### src/rtl/pc_redirect_ctrl_pkg.sv
// Shared CPU definitions for next-PC sequencing.
// Redirect kinds, boot/exception vectors and sequencer states.
package pc_redirect_ctrl_pkg;

    localparam logic [31:0] RESET_VEC = 32'hBFC0_0000;
    localparam logic [31:0] EXC_VEC   = 32'hBFC0_0380;

    // Numeric order of the kinds equals their priority.
    typedef enum logic [1:0] {
        RK_NONE = 2'd0,
        RK_BR   = 2'd1,
        RK_ERET = 2'd2,
        RK_EXC  = 2'd3
    } redir_kind_e;

    typedef enum logic [1:0] {
        ST_BOOT = 2'd0,
        ST_RUN  = 2'd1,
        ST_PEND = 2'd2
    } redir_state_e;

    typedef struct packed {
        redir_kind_e kind;
        logic [31:0] target;
    } redir_t;

    localparam redir_t REDIR_NONE = '{kind: RK_NONE, target: 32'h0};

    // Collapse the three request pulses into one (kind, target) pair.
    function automatic redir_t req_encode(
        input logic        exc,
        input logic        eret,
        input logic        br,
        input logic [31:0] epc,
        input logic [31:0] br_target
    );
        redir_t r;
        r = REDIR_NONE;
        if (exc) begin
            r.kind   = RK_EXC;
            r.target = EXC_VEC;
        end else if (eret) begin
            r.kind   = RK_ERET;
            r.target = epc;
        end else if (br) begin
            r.kind   = RK_BR;
            r.target = br_target;
        end
        return r;
    endfunction

    // Exceptions and ERET change privilege context, so IF/ID must die.
    function automatic logic kind_flushes(input redir_kind_e k);
        return (k == RK_EXC) || (k == RK_ERET);
    endfunction

endpackage

### src/rtl/pc_redirect_ctrl_redirect_prio_sel.sv
// Two-way redirect priority selector.
// Returns the higher-priority pair; ties keep operand a.
module redirect_prio_sel
    import pc_redirect_ctrl_pkg::*;
(
    input  redir_t a_i,
    input  redir_t b_i,
    output redir_t win_o
);

    // Operand b only wins when strictly higher than operand a.
    always_comb begin
        win_o = a_i;
        if (b_i.kind > a_i.kind) begin
            win_o = b_i;
        end
    end

endmodule

### src/rtl/pc_redirect_ctrl.sv
// Next-PC sequencer for the IF stage.
// Arbitrates redirects and parks them across stalls.
module pc_redirect_ctrl
    import pc_redirect_ctrl_pkg::*;
(
    input  logic        clk,
    input  logic        rst_n,
    input  logic        stall,
    input  logic [31:0] pc_cur,
    input  logic        br_valid,
    input  logic [31:0] br_target,
    input  logic        exc_valid,
    input  logic        eret_valid,
    input  logic [31:0] epc,
    output logic [31:0] next_pc,
    output logic        flush,
    output logic        redirect_pending
);

    redir_state_e state_q;
    redir_state_e state_d;
    redir_t       buf_q;
    redir_t       buf_d;
    redir_t       req;
    redir_t       win;

    // Current-cycle request, already priority-resolved among sources.
    always_comb begin
        req = req_encode(exc_valid, eret_valid, br_valid,
                         epc, br_target);
    end

    // Buffered entry is operand a, so it wins ties on merge; the
    // buffer is empty in RUN, so the same path serves capture.
    redirect_prio_sel u_prio_sel (
        .a_i   (buf_q),
        .b_i   (req),
        .win_o (win)
    );

    // Next-state, buffer update and next-PC selection.
    always_comb begin
        state_d = state_q;
        buf_d   = buf_q;
        next_pc = RESET_VEC;
        flush   = 1'b0;
        case (state_q)
            ST_RUN, ST_PEND: begin
                if (stall) begin
                    next_pc = pc_cur;
                    buf_d   = win;
                    if (win.kind == RK_NONE) begin
                        state_d = ST_RUN;
                    end else begin
                        state_d = ST_PEND;
                    end
                end else begin
                    if (win.kind == RK_NONE) begin
                        next_pc = pc_cur + 32'd4;
                    end else begin
                        next_pc = win.target;
                    end
                    flush   = kind_flushes(win.kind);
                    buf_d   = REDIR_NONE;
                    state_d = ST_RUN;
                end
            end
            default: begin
                next_pc = RESET_VEC;
                buf_d   = REDIR_NONE;
                state_d = ST_RUN;
            end
        endcase
    end

    // State and pending buffer registers, synchronous reset.
    always_ff @(posedge clk) begin
        if (!rst_n) begin
            state_q <= ST_BOOT;
            buf_q   <= REDIR_NONE;
        end else begin
            state_q <= state_d;
            buf_q   <= buf_d;
        end
    end

    // A parked redirect exists exactly while in PEND.
    always_comb begin
        redirect_pending = (state_q == ST_PEND);
    end

endmodule

### config.mk
export PLATFORM = sky130hd
export DESIGN_NAME = pc_redirect_ctrl
export DESIGN_NICKNAME = d
export VERILOG_FILES = /design/src/rtl/pc_redirect_ctrl_pkg.sv /design/src/rtl/pc_redirect_ctrl_redirect_prio_sel.sv /design/src/rtl/pc_redirect_ctrl.sv
export SDC_FILE = /design/constraint.sdc
export NUM_CORES = 1
export LEC_CHECK = 0
export ABC_AREA = 1
export CAP_MARGIN = 10
export CORE_UTILIZATION = 46
export CTS_BUF_LIST = sky130_fd_sc_hd__clkbuf_8
export DETAILED_ROUTE_END_ITERATION = 10
export GPL_ROUTABILITY_DRIVEN = 0
export PLACE_DENSITY = 0.85
export RECOVER_POWER = 50
export SLEW_MARGIN = 20
export SYNTH_ARGS = -nofsm -noshare
export SYNTH_HDL_FRONTEND = slang
export SYNTH_SLANG_ARGS = --single-unit
### constraint.sdc
create_clock -name clk -period 6.41 [get_ports clk]
set_clock_uncertainty 0.2 [all_clocks]
set_input_delay 1.923 -clock clk [delete_from_list [all_inputs] [get_ports clk]]
set_output_delay 1.923 -clock clk [all_outputs]
set_load 0.02 [all_outputs]
==> results of run 1 <==
## final timing paths
| check | end | cells after the start | start | slack [ns] |
|---|---|---|---|---|
| max reg2reg | buf_q[10] | 5 | state_q[0] | 3.73 |
| max | next_pc[20] | 13 | eret_valid | 0.12 |
| min | buf_q[12] | 2 | buf_q[12] | 0.32 |
| min reg2reg | buf_q[12] | 2 | buf_q[12] | 0.32 |
## critical path, stage by stage
cell and delay, ns:
sky130_fd_sc_hd__dlygate4sd2_1 0.28, sky130_fd_sc_hd__nor2_2 0.12, sky130_fd_sc_hd__inv_1 0.08, sky130_fd_sc_hd__ha_4 0.27, sky130_fd_sc_hd__nand2_1 0.09, sky130_fd_sc_hd__nand2_2 0.11
sky130_fd_sc_hd__buf_4 0.12, sky130_fd_sc_hd__nand3_2 0.11, sky130_fd_sc_hd__a21boi_4 0.30, sky130_fd_sc_hd__clkbuf_16 0.21, sky130_fd_sc_hd__nand3_1 0.06, sky130_fd_sc_hd__a21oi_1 0.22
sky130_fd_sc_hd__clkdlybuf4s15_2 0.29
## flip-flops by register name, summed over array words and instances, names as in the netlist
| signal | count |
|---|---|
| buf_q | 34 |
| state_q | 2 |
## cell type report
class	instances	area share [%]
inverters	67	4.78
flip-flops and latches	36	13.7
clock buffers	6	1.57
repair buffers	173	31.4
multi-input cells	533	46.0
well taps	99	2.35
clock inverters	2	0.214
## layout by cell type, fill, tap and decap left out, drive strengths merged
cell and count:
a21boi 7, a21oi 40, a22oi 4, and2 1, buf 44, clkbuf 12
clkdlybuf4s15 10, clkdlybuf4s50 98, clkinv 1, clkinvlp 1, dfxtp 36, dlygate4sd2 10
dlygate4sd3 2, dlymetal6s2s 3, ha 6, inv 67, nand2 263, nand3 55
nand3b 6, nand4 2, nor2 101, nor3 1, nor3b 1, o21a 2
o21ai 28, o21bai 4, o22ai 1, or2 1, xnor2 5, xor2 5
## metrics by stage
stage                     hold WS [ns]  setup WS, ns
after global routing             0.351        0.0133
after floorplan                  0.246         0.381
after detailed placement         0.300        -0.345
after global placement           0.285        -0.292
after CTS                        0.318        -0.225
final                            0.316         0.115
## timing repair
item | in CTS | in global routing
pin swaps | 1 | 4
setup endpoints to repair | 32 | 32
buffers inserted | 1 | 1
cloned | 0 | 1
resized for setup | 56 | 36
hold buffers | 0 | 0
## power breakdown
group          internal (mW)  leakage [nW]  switching, mW  total (mW)
Clock                 0.0857        0.0486         0.0821       0.168
Sequential             0.233         0.292        0.00252       0.235
Combinational          0.171          2.15          0.222       0.393
## layer usage
layer	global-route usage, %	vias to the layer above	share of wire [%]
met4	10.4	0	1.9
met1	38.8	2073	41
li1	-	2377	-
met3	3.51	28	9.3
met5	0	-	0
met2	54.2	237	48
## logic make-up (layout without fill, tap and decap cells)
family,Yosys count,in the layout,synth area share [%]
AND/OR/NAND/NOR,431,431,49.8
buffers and inverters,94,248,11.1
AO/OA/AOI/OAI,86,86,13.9
flip-flops,36,36,20.6
XOR/XNOR,10,10,2.50
adder cells (fa/ha/maj),6,6,2.14
==> impl.org, run 1 <==
** Synthesis
- The cell area that synthesis handed to floorplanning was 3500 um2.
- The Yosys step of the flow raised 0 warnings.
- Cell with the most instances after synthesis :: sky130_fd_sc_hd__nand2_1
- After synthesis, the cell types taking the most area are sky130_fd_sc_hd__nand2_1 (28%), sky130_fd_sc_hd__dfxtp_1 (21%), sky130_fd_sc_hd__nor2_1 (10%), sky130_fd_sc_hd__nand3_1 (7.7%), sky130_fd_sc_hd__inv_1 (6.9%).
- Cell variety after synth :: 32
- Post-synthesis sequential element count :: 36
- Number of enable flip-flop cells after synthesis :: 0
- Syn avg cell area :: 5.29 um2
- Sequential element share of the synthesized area :: 20.6%
- Number of nets in the synthesized netlist :: 771
- Yosys top cell by area :: sky130_fd_sc_hd__nand2_1
- Of all flip-flops after synthesis, the portion carrying an async set or reset was 0%.
- Of the post-synthesis cell area, the dominant cell type holds 28.1%.
- Cell count after synthesis :: 663
- Ranking of synthesized cells by instance count :: sky130_fd_sc_hd__nand2_1 (262), sky130_fd_sc_hd__nor2_1 (95), sky130_fd_sc_hd__inv_1 (64)
- In the synthesized netlist the dominant register cell turns out to be sky130_fd_sc_hd__dfxtp_1.

** Clock tree
- The H-tree was split into 2 levels.
- The number of clock buffers added by TritonCTS is 5.
- Clk_lat worst skew :: 0.29 ns
- Clock tree sinks :: 36
- The tree is rooted in a sky130_fd_sc_hd__clkbuf_8.
- In this run the deepest clock path goes through 2 buffers.
- After clock tree synthesis, the clock-pin slew on the worst setup and hold paths is 0.07 ns.
- TritonCTS built the clock tree.

** Timing
- Fmax :: 159 MHz
- In the final timing run, aggregate negative setup slack is 0 ns.
- The max-slew violation total from the final report came to 0.
- Setup repair after global routing left no endpoint under its margin.
- Count of final hold-check violations :: 0
- Measured against its own limit, the worst slew margin works out to 21.6%.
- For the pin with the worst max-slew slack, the measured transition is 1.17 ns.
- Clock period minus final worst setup slack :: 6.29 ns
- Final period utilization :: 98.2%
- Setup violations remaining at the end of the flow were counted as 0.

** Floorplan
- The die is 89.3 um wide.
- Die span in y :: 89.3 um
- The die covers 7970 um2.
- The region available for standard cell placement spans 7290 um2.
- After floorplanning, the core was divided into 31 placement rows.
- Once the floorplan was initialized, standard cells occupied 48.1% of the core.
- Number of placed I/O pins :: 136

** Setup path
- Startpoint-to-endpoint class of the critical path :: in2out
- STA classifies the critical path endpoint as a primary output.
- Arr. time, crit path :: 4.17 ns
- Element type at the critical path start :: primary input
- Worst path required time :: 4.29 ns
- Of all nets on the critical path, the largest fanout is 5.

** Detailed routing
- The first routing iteration left 299 violations.
- After detailed routing, the average wire length per cell comes to 13.2 um.
- Initial DRT Pass Iterations :: 5
- Vias after detailed routing :: 4715
- Count of antenna-violating nets left after detailed routing :: 0
- Post-DR vias/cell :: 5.15
- Final WL :: 12.1 mm
- After detailed routing, the number of remaining DRC violations is 0.

** Place
- Buffers on Ports :: 135
- Post-placement cell count :: 905
- Once placement finished, the instance area stood at 5150 um2.
- Detailed placement HPWL :: 9.60 mm

** Final layout
- Compared with the post-synthesis result, the final layout area differs by 50.1%.
- Multi-input gate area :: 2420 um2
- Summing all flip-flop and latch instances after layout gives 721 um2.
- At the end of the flow the core is filled with cells to 72.1%.
- 0 antenna diodes ended up in the layout.
- For this run, the post-layout net count is 924.
- After the flow finishes, the layout carries non-filler instances totaling 916.
- Number of filler instances in the final layout :: 650
- Once layout is done, the placed cells without fillers occupy 5260 um2.
- Cells with a size suffix above 1 make up 9.30% of the layout.

** Hold path
- The min-delay analysis places its worst path in the category reg2reg.

** GRT
- Number of global-route vias before repair :: 4326
- Antenna violations before repair :: 0
- Entering global routing, the biggest net connects 36 pins.
- Across every metal layer, demand over resource in global routing totals 30.7%.
- The first global-routing pass estimated 19.1 mm of wire.
- Summed over all layers, the global routing overflow is 0.

** Pwr
- For this design the static power due to leakage is 2.49 nW.
- Dividing total power by cell area gives a power density of 151 nW/um2.
- Total design power :: 0.796 mW
- Worst IR drop on VDD :: 0.0000862 V

** Run
- Number of violations of the max-capacitance limit :: 0

** Status
- Outcome :: finished, final reports clean
Note: power is estimated with default switching activity, not from simulation.
==> run 2, diff against run 1 <==
--- a/config.mk
+++ b/config.mk
@@ -11,9 +11,11 @@
 export CTS_BUF_LIST = sky130_fd_sc_hd__clkbuf_8
 export DETAILED_ROUTE_END_ITERATION = 10
 export GPL_ROUTABILITY_DRIVEN = 0
-export PLACE_DENSITY = 0.85
+export HOLD_SLACK_MARGIN = 0.15
+export PLACE_DENSITY = 0.84
 export RECOVER_POWER = 50
 export SLEW_MARGIN = 20
 export SYNTH_ARGS = -nofsm -noshare
 export SYNTH_HDL_FRONTEND = slang
+export SYNTH_HIERARCHICAL = 1
 export SYNTH_SLANG_ARGS = --single-unit
==> impl.org, run 2 <==
** GRT
- Number of global-route vias before repair :: 4424 (+2.3%)
- Antenna violations before repair :: 0 (unchanged)
- The global-route usage over all layers is 29.8% (-0.94 points).
- Global-route wire length before repair :: 20.2 mm (+6.1%)
- The maximum number of pins on one net before global-route repair was 36 (unchanged).
- The residual overflow from global routing came to 0 (unchanged).

** Clock tree
- Clock Tree Buf Depth :: 2 (unchanged)
- The cts-stage hold buffer count came to 0 (unchanged).
- Clock transition at the registers of the reported paths :: 0.07 ns (about the same)
- TritonCTS buffer count :: 5 (unchanged)
- Clk_lat worst skew :: 0.28 ns (about the same)
- CTS H-Tree Depth :: 2 (unchanged)
- CTS tree :: built
- CTS root buf :: sky130_fd_sc_hd__clkbuf_8
- The total number of clock tree sinks is 36 (unchanged).

** Synthesis
- The distinct cell type count after synthesis came to 34 (+6.3%).
- Combined area of all synthesized cells :: 3640 um2 (+4.0%)
- Number of warnings reported in the yosys synthesis log :: 6 (+6)
- Syn avg cell area :: 5.50 um2 (+4.0%)
- sky130_fd_sc_hd__nand2_1 takes more of the synthesized area than any other cell.
- Largest cells by area after synthesis :: sky130_fd_sc_hd__nand2_1 (22%), sky130_fd_sc_hd__dfxtp_1 (20%), sky130_fd_sc_hd__nand3_1 (9.5%), sky130_fd_sc_hd__a21oi_1 (9.2%), sky130_fd_sc_hd__nor2_1 (7.8%)
- Number of enable flip-flop cells after synthesis :: 0 (unchanged)
- The number of nets produced by synthesis is 770 (-0.13%).
- The cell count after synthesis was 663 (unchanged).
- For this run, the leading register cell type out of synthesis is sky130_fd_sc_hd__dfxtp_1.
- Ys async rst share :: 0% (unchanged)
- The sequential-to-total area share from yosys stat came to 19.8% (-0.78 points).
- Post-synth top area share :: 22.1% (-5.9 points)
- Post-synthesis sequential element count :: 36 (unchanged)
- Yosys instantiated no cell more often than sky130_fd_sc_hd__nand2_1.
- Ranking of synthesized cells by instance count :: sky130_fd_sc_hd__nand2_1 (215), sky130_fd_sc_hd__nor2_1 (76), sky130_fd_sc_hd__nand3_1 (69)

** Detailed routing
- Count of antenna-violating nets left after detailed routing :: 0 (unchanged)
- Average wire per cell in the routed design :: 14.1 um (+6.3%)
- Post-DR vias/cell :: 5.41 (+5.1%)
- Number of DRC markers in iteration 0 :: 369 (+23%)
- The detailed-route DRC error count was 0 (unchanged).
- Vias after detailed routing :: 4930 (+4.6%)
- The final wirelength is 12.8 mm (+5.7%).
- The number of search-and-repair iterations in the first detailed-routing pass came to 5 (unchanged).

** Floorplan
- The number of top-level pins is 136 (unchanged).
- Full die area :: 8280 um2 (+3.9%)
- FP Rows :: 32 (+3.2%)
- The die height was 91.0 um (+1.9%).
- The starting density of the core was 47.4% (-0.67 points).
- The placeable core region is 7690 um2 (+5.4%).
- The overall die width came to 91.0 um (+1.9%).

** Final layout
- Number of flip-flops in the largest register :: 34 (unchanged)
- Signed area change from the synthesized netlist to the final layout :: 45.6%
- Count of antenna diodes in the layout :: 0 (unchanged)
- The library cell used most frequently in the layout, excluding fill and tap cells, is sky130_fd_sc_hd__nand2_1.
- The fraction of layout cells with a size suffix above 1 was 15.9% (+6.6 points).
- Highest-count cells in the layout ignoring fill and taps :: sky130_fd_sc_hd__nand2_1 (211), sky130_fd_sc_hd__clkdlybuf4s50_1 (98), sky130_fd_sc_hd__nor2_1 (75), sky130_fd_sc_hd__nand3_1 (69), sky130_fd_sc_hd__a21oi_1 (62)
- Largest reg by FF count :: buf_q
- The number of fillers in the final layout is 686 (+5.5%).
- Final-stage net count :: 915 (-0.97%)
- Registers with the most flip-flops :: buf_q: 34 flops, state_q: 2 flops

** Timing
- Setup repair after global routing missed its margin :: false
- The setup-violating endpoint count in the final report was 0 (unchanged).
- Post-route worst hold slack :: 0.340 ns (+0.0241 ns)
- The shortest clock period the worst path allows after layout was 6.09 ns (-0.204 ns).
- Fmax :: 164 MHz (+3.3%)
- Final period utilization :: 95.0% (-3.2 points)
- Count of final hold-check violations :: 0 (unchanged)
- Actual transition at the worst max-transition pin :: 1.41 ns (+0.236 ns)
- Max transition margin :: 6.10% (-16 points)
- Final slew viol count :: 0 (unchanged)
- The final worst setup slack is 0.319 ns (+0.204 ns).

** Pwr
- Worst IR drop on VDD :: 0.0000902 V (+4.7%)
- The fraction of power consumed by the clock network is 21.1% (about the same).
- The sequential fraction of design power was 30.4% (+0.9 points).
- Cell Pwr Density :: 144 nW/um2 (-4.9%)
- Share of power burned in combinational logic :: 48.4% (-1.0 points)
- The power spent charging and discharging nets was 0.289 mW (-5.9%).
- Switching portion of total power :: 37.8% (-0.70 points)
- The internal power component came to 0.475 mW (-3.0%).
- Total design power :: 0.764 mW (-4.1%)
- The leakage power of the design came to 2.31 nW (-7.3%).

** Setup path
- The minimum setup slack among reg-to-reg paths was 3.32 ns (-0.41 ns).
- Largest driver fanout on the critical path :: 6 (+1)
- Arr. time, crit path :: 3.97 ns (-0.20 ns)
- Setup crit end kind :: primary output
- Element type at the critical path start :: primary input
- Startpoint-to-endpoint class of the critical path :: in2out
- The critical path required time was 4.29 ns (about the same).
- Cells on worst reg2reg path :: 6 (+1)

** Run
- Number of violations of the max-capacitance limit :: 0 (unchanged)

** Hold path
- The tightest min-delay check is of the reg2reg type.
- Number of stages on the worst hold path :: 4 (+2)

** Place
- Detailed placement HPWL :: 9.76 mm (+1.7%)
- The count of input and output buffers is 135 (unchanged).
- Pre-CTS setup slack :: -0.473 ns (-0.128 ns)

** Status
- The run finished with clean final reports.
-- run 2: path summary, 6_finish.rpt --
path / startpoint / endpoint
worst max-delay path: eret_valid / next_pc[8]
worst min-delay path: buf_q[16] / buf_q[16]
worst max register to register: state_q[0] / buf_q[2]
worst min register to register: buf_q[16] / buf_q[16]
-- run 2: routing by layer --
layer	routed length [um]	vias to the layer above	global-route usage [%]
met5	0	-	0
met4	447	0	11.1
met3	1270	54	2.35
met2	5770	306	51.2
met1	5310	2151	38.8
li1	-	2419	-
-- run 2: power groups by stage --
stage                     clock network, mW  registers [mW]  logic [mW]
after floorplan                           0           0.237       0.198
final                                 0.161           0.232       0.370
after global placement                    0           0.237       0.363
after global routing                  0.172           0.233       0.401
after detailed placement                  0           0.237       0.368
after CTS                             0.164           0.232       0.361
-- run 2: timing repair --
item                                    in CTS  in global routing
pin swaps                                    5                  8
buffers inserted                             3                  1
endpoints found under the setup margin      32                 32
gates resized for setup                    132                 34
gates cloned                                 1                  1
-- run 2: cell families (layout without fill, tap and decap cells) --
kind of cell,after synthesis,count (layout),synth area share [%]
buffers and inverters,104,250,12.4
AND/OR/NAND/NOR,398,398,47.3
XOR/XNOR,1,1,0.240
adder cells (fa/ha/maj),5,5,1.72
AO/OA/AOI/OAI,119,119,18.5
flip-flops,36,36,19.8
-- run 2: worst max-delay path: stages --
cell and delay [ns]:
sky130_fd_sc_hd__dlymetal6s2s_1 0.13, sky130_fd_sc_hd__inv_1 0.09, sky130_fd_sc_hd__nand2_1 0.07, sky130_fd_sc_hd__inv_1 0.09
sky130_fd_sc_hd__ha_4 0.21, sky130_fd_sc_hd__o21ai_4 0.21, sky130_fd_sc_hd__nand2_4 0.07, sky130_fd_sc_hd__nand2_2 0.07
sky130_fd_sc_hd__nand2_2 0.06, sky130_fd_sc_hd__nor2_4 0.24, sky130_fd_sc_hd__inv_2 0.09, sky130_fd_sc_hd__buf_6 0.15
sky130_fd_sc_hd__a21oi_2 0.19, sky130_fd_sc_hd__o21ai_2 0.07, sky130_fd_sc_hd__nand2_1 0.06, sky130_fd_sc_hd__nor2_1 0.07
sky130_fd_sc_hd__buf_4 0.15
-- run 2: through the flow --
step	setup TNS (ns)	utilization, %	cells	area (um2)
floorplan	0	-	663	3640
global placement	-11.22	67.6	897	5200
detailed placement	-12.71	67.6	897	5200
CTS	0	68.8	909	5290
global route	0	69.0	911	5300
finish	0	69.0	911	5300
-- run 2: area by class of cell --
class | count | area (um2) | share of cell area (%)
repair buffers | 174 | 1560 | 29.4
flip-flops and latches | 36 | 721 | 13.6
clock buffers | 6 | 82.6 | 1.56
inverters | 68 | 258 | 4.86
multi-input cells | 523 | 2550 | 48.0
well taps | 102 | 128 | 2.41
clock inverters | 2 | 10.0 | 0.189
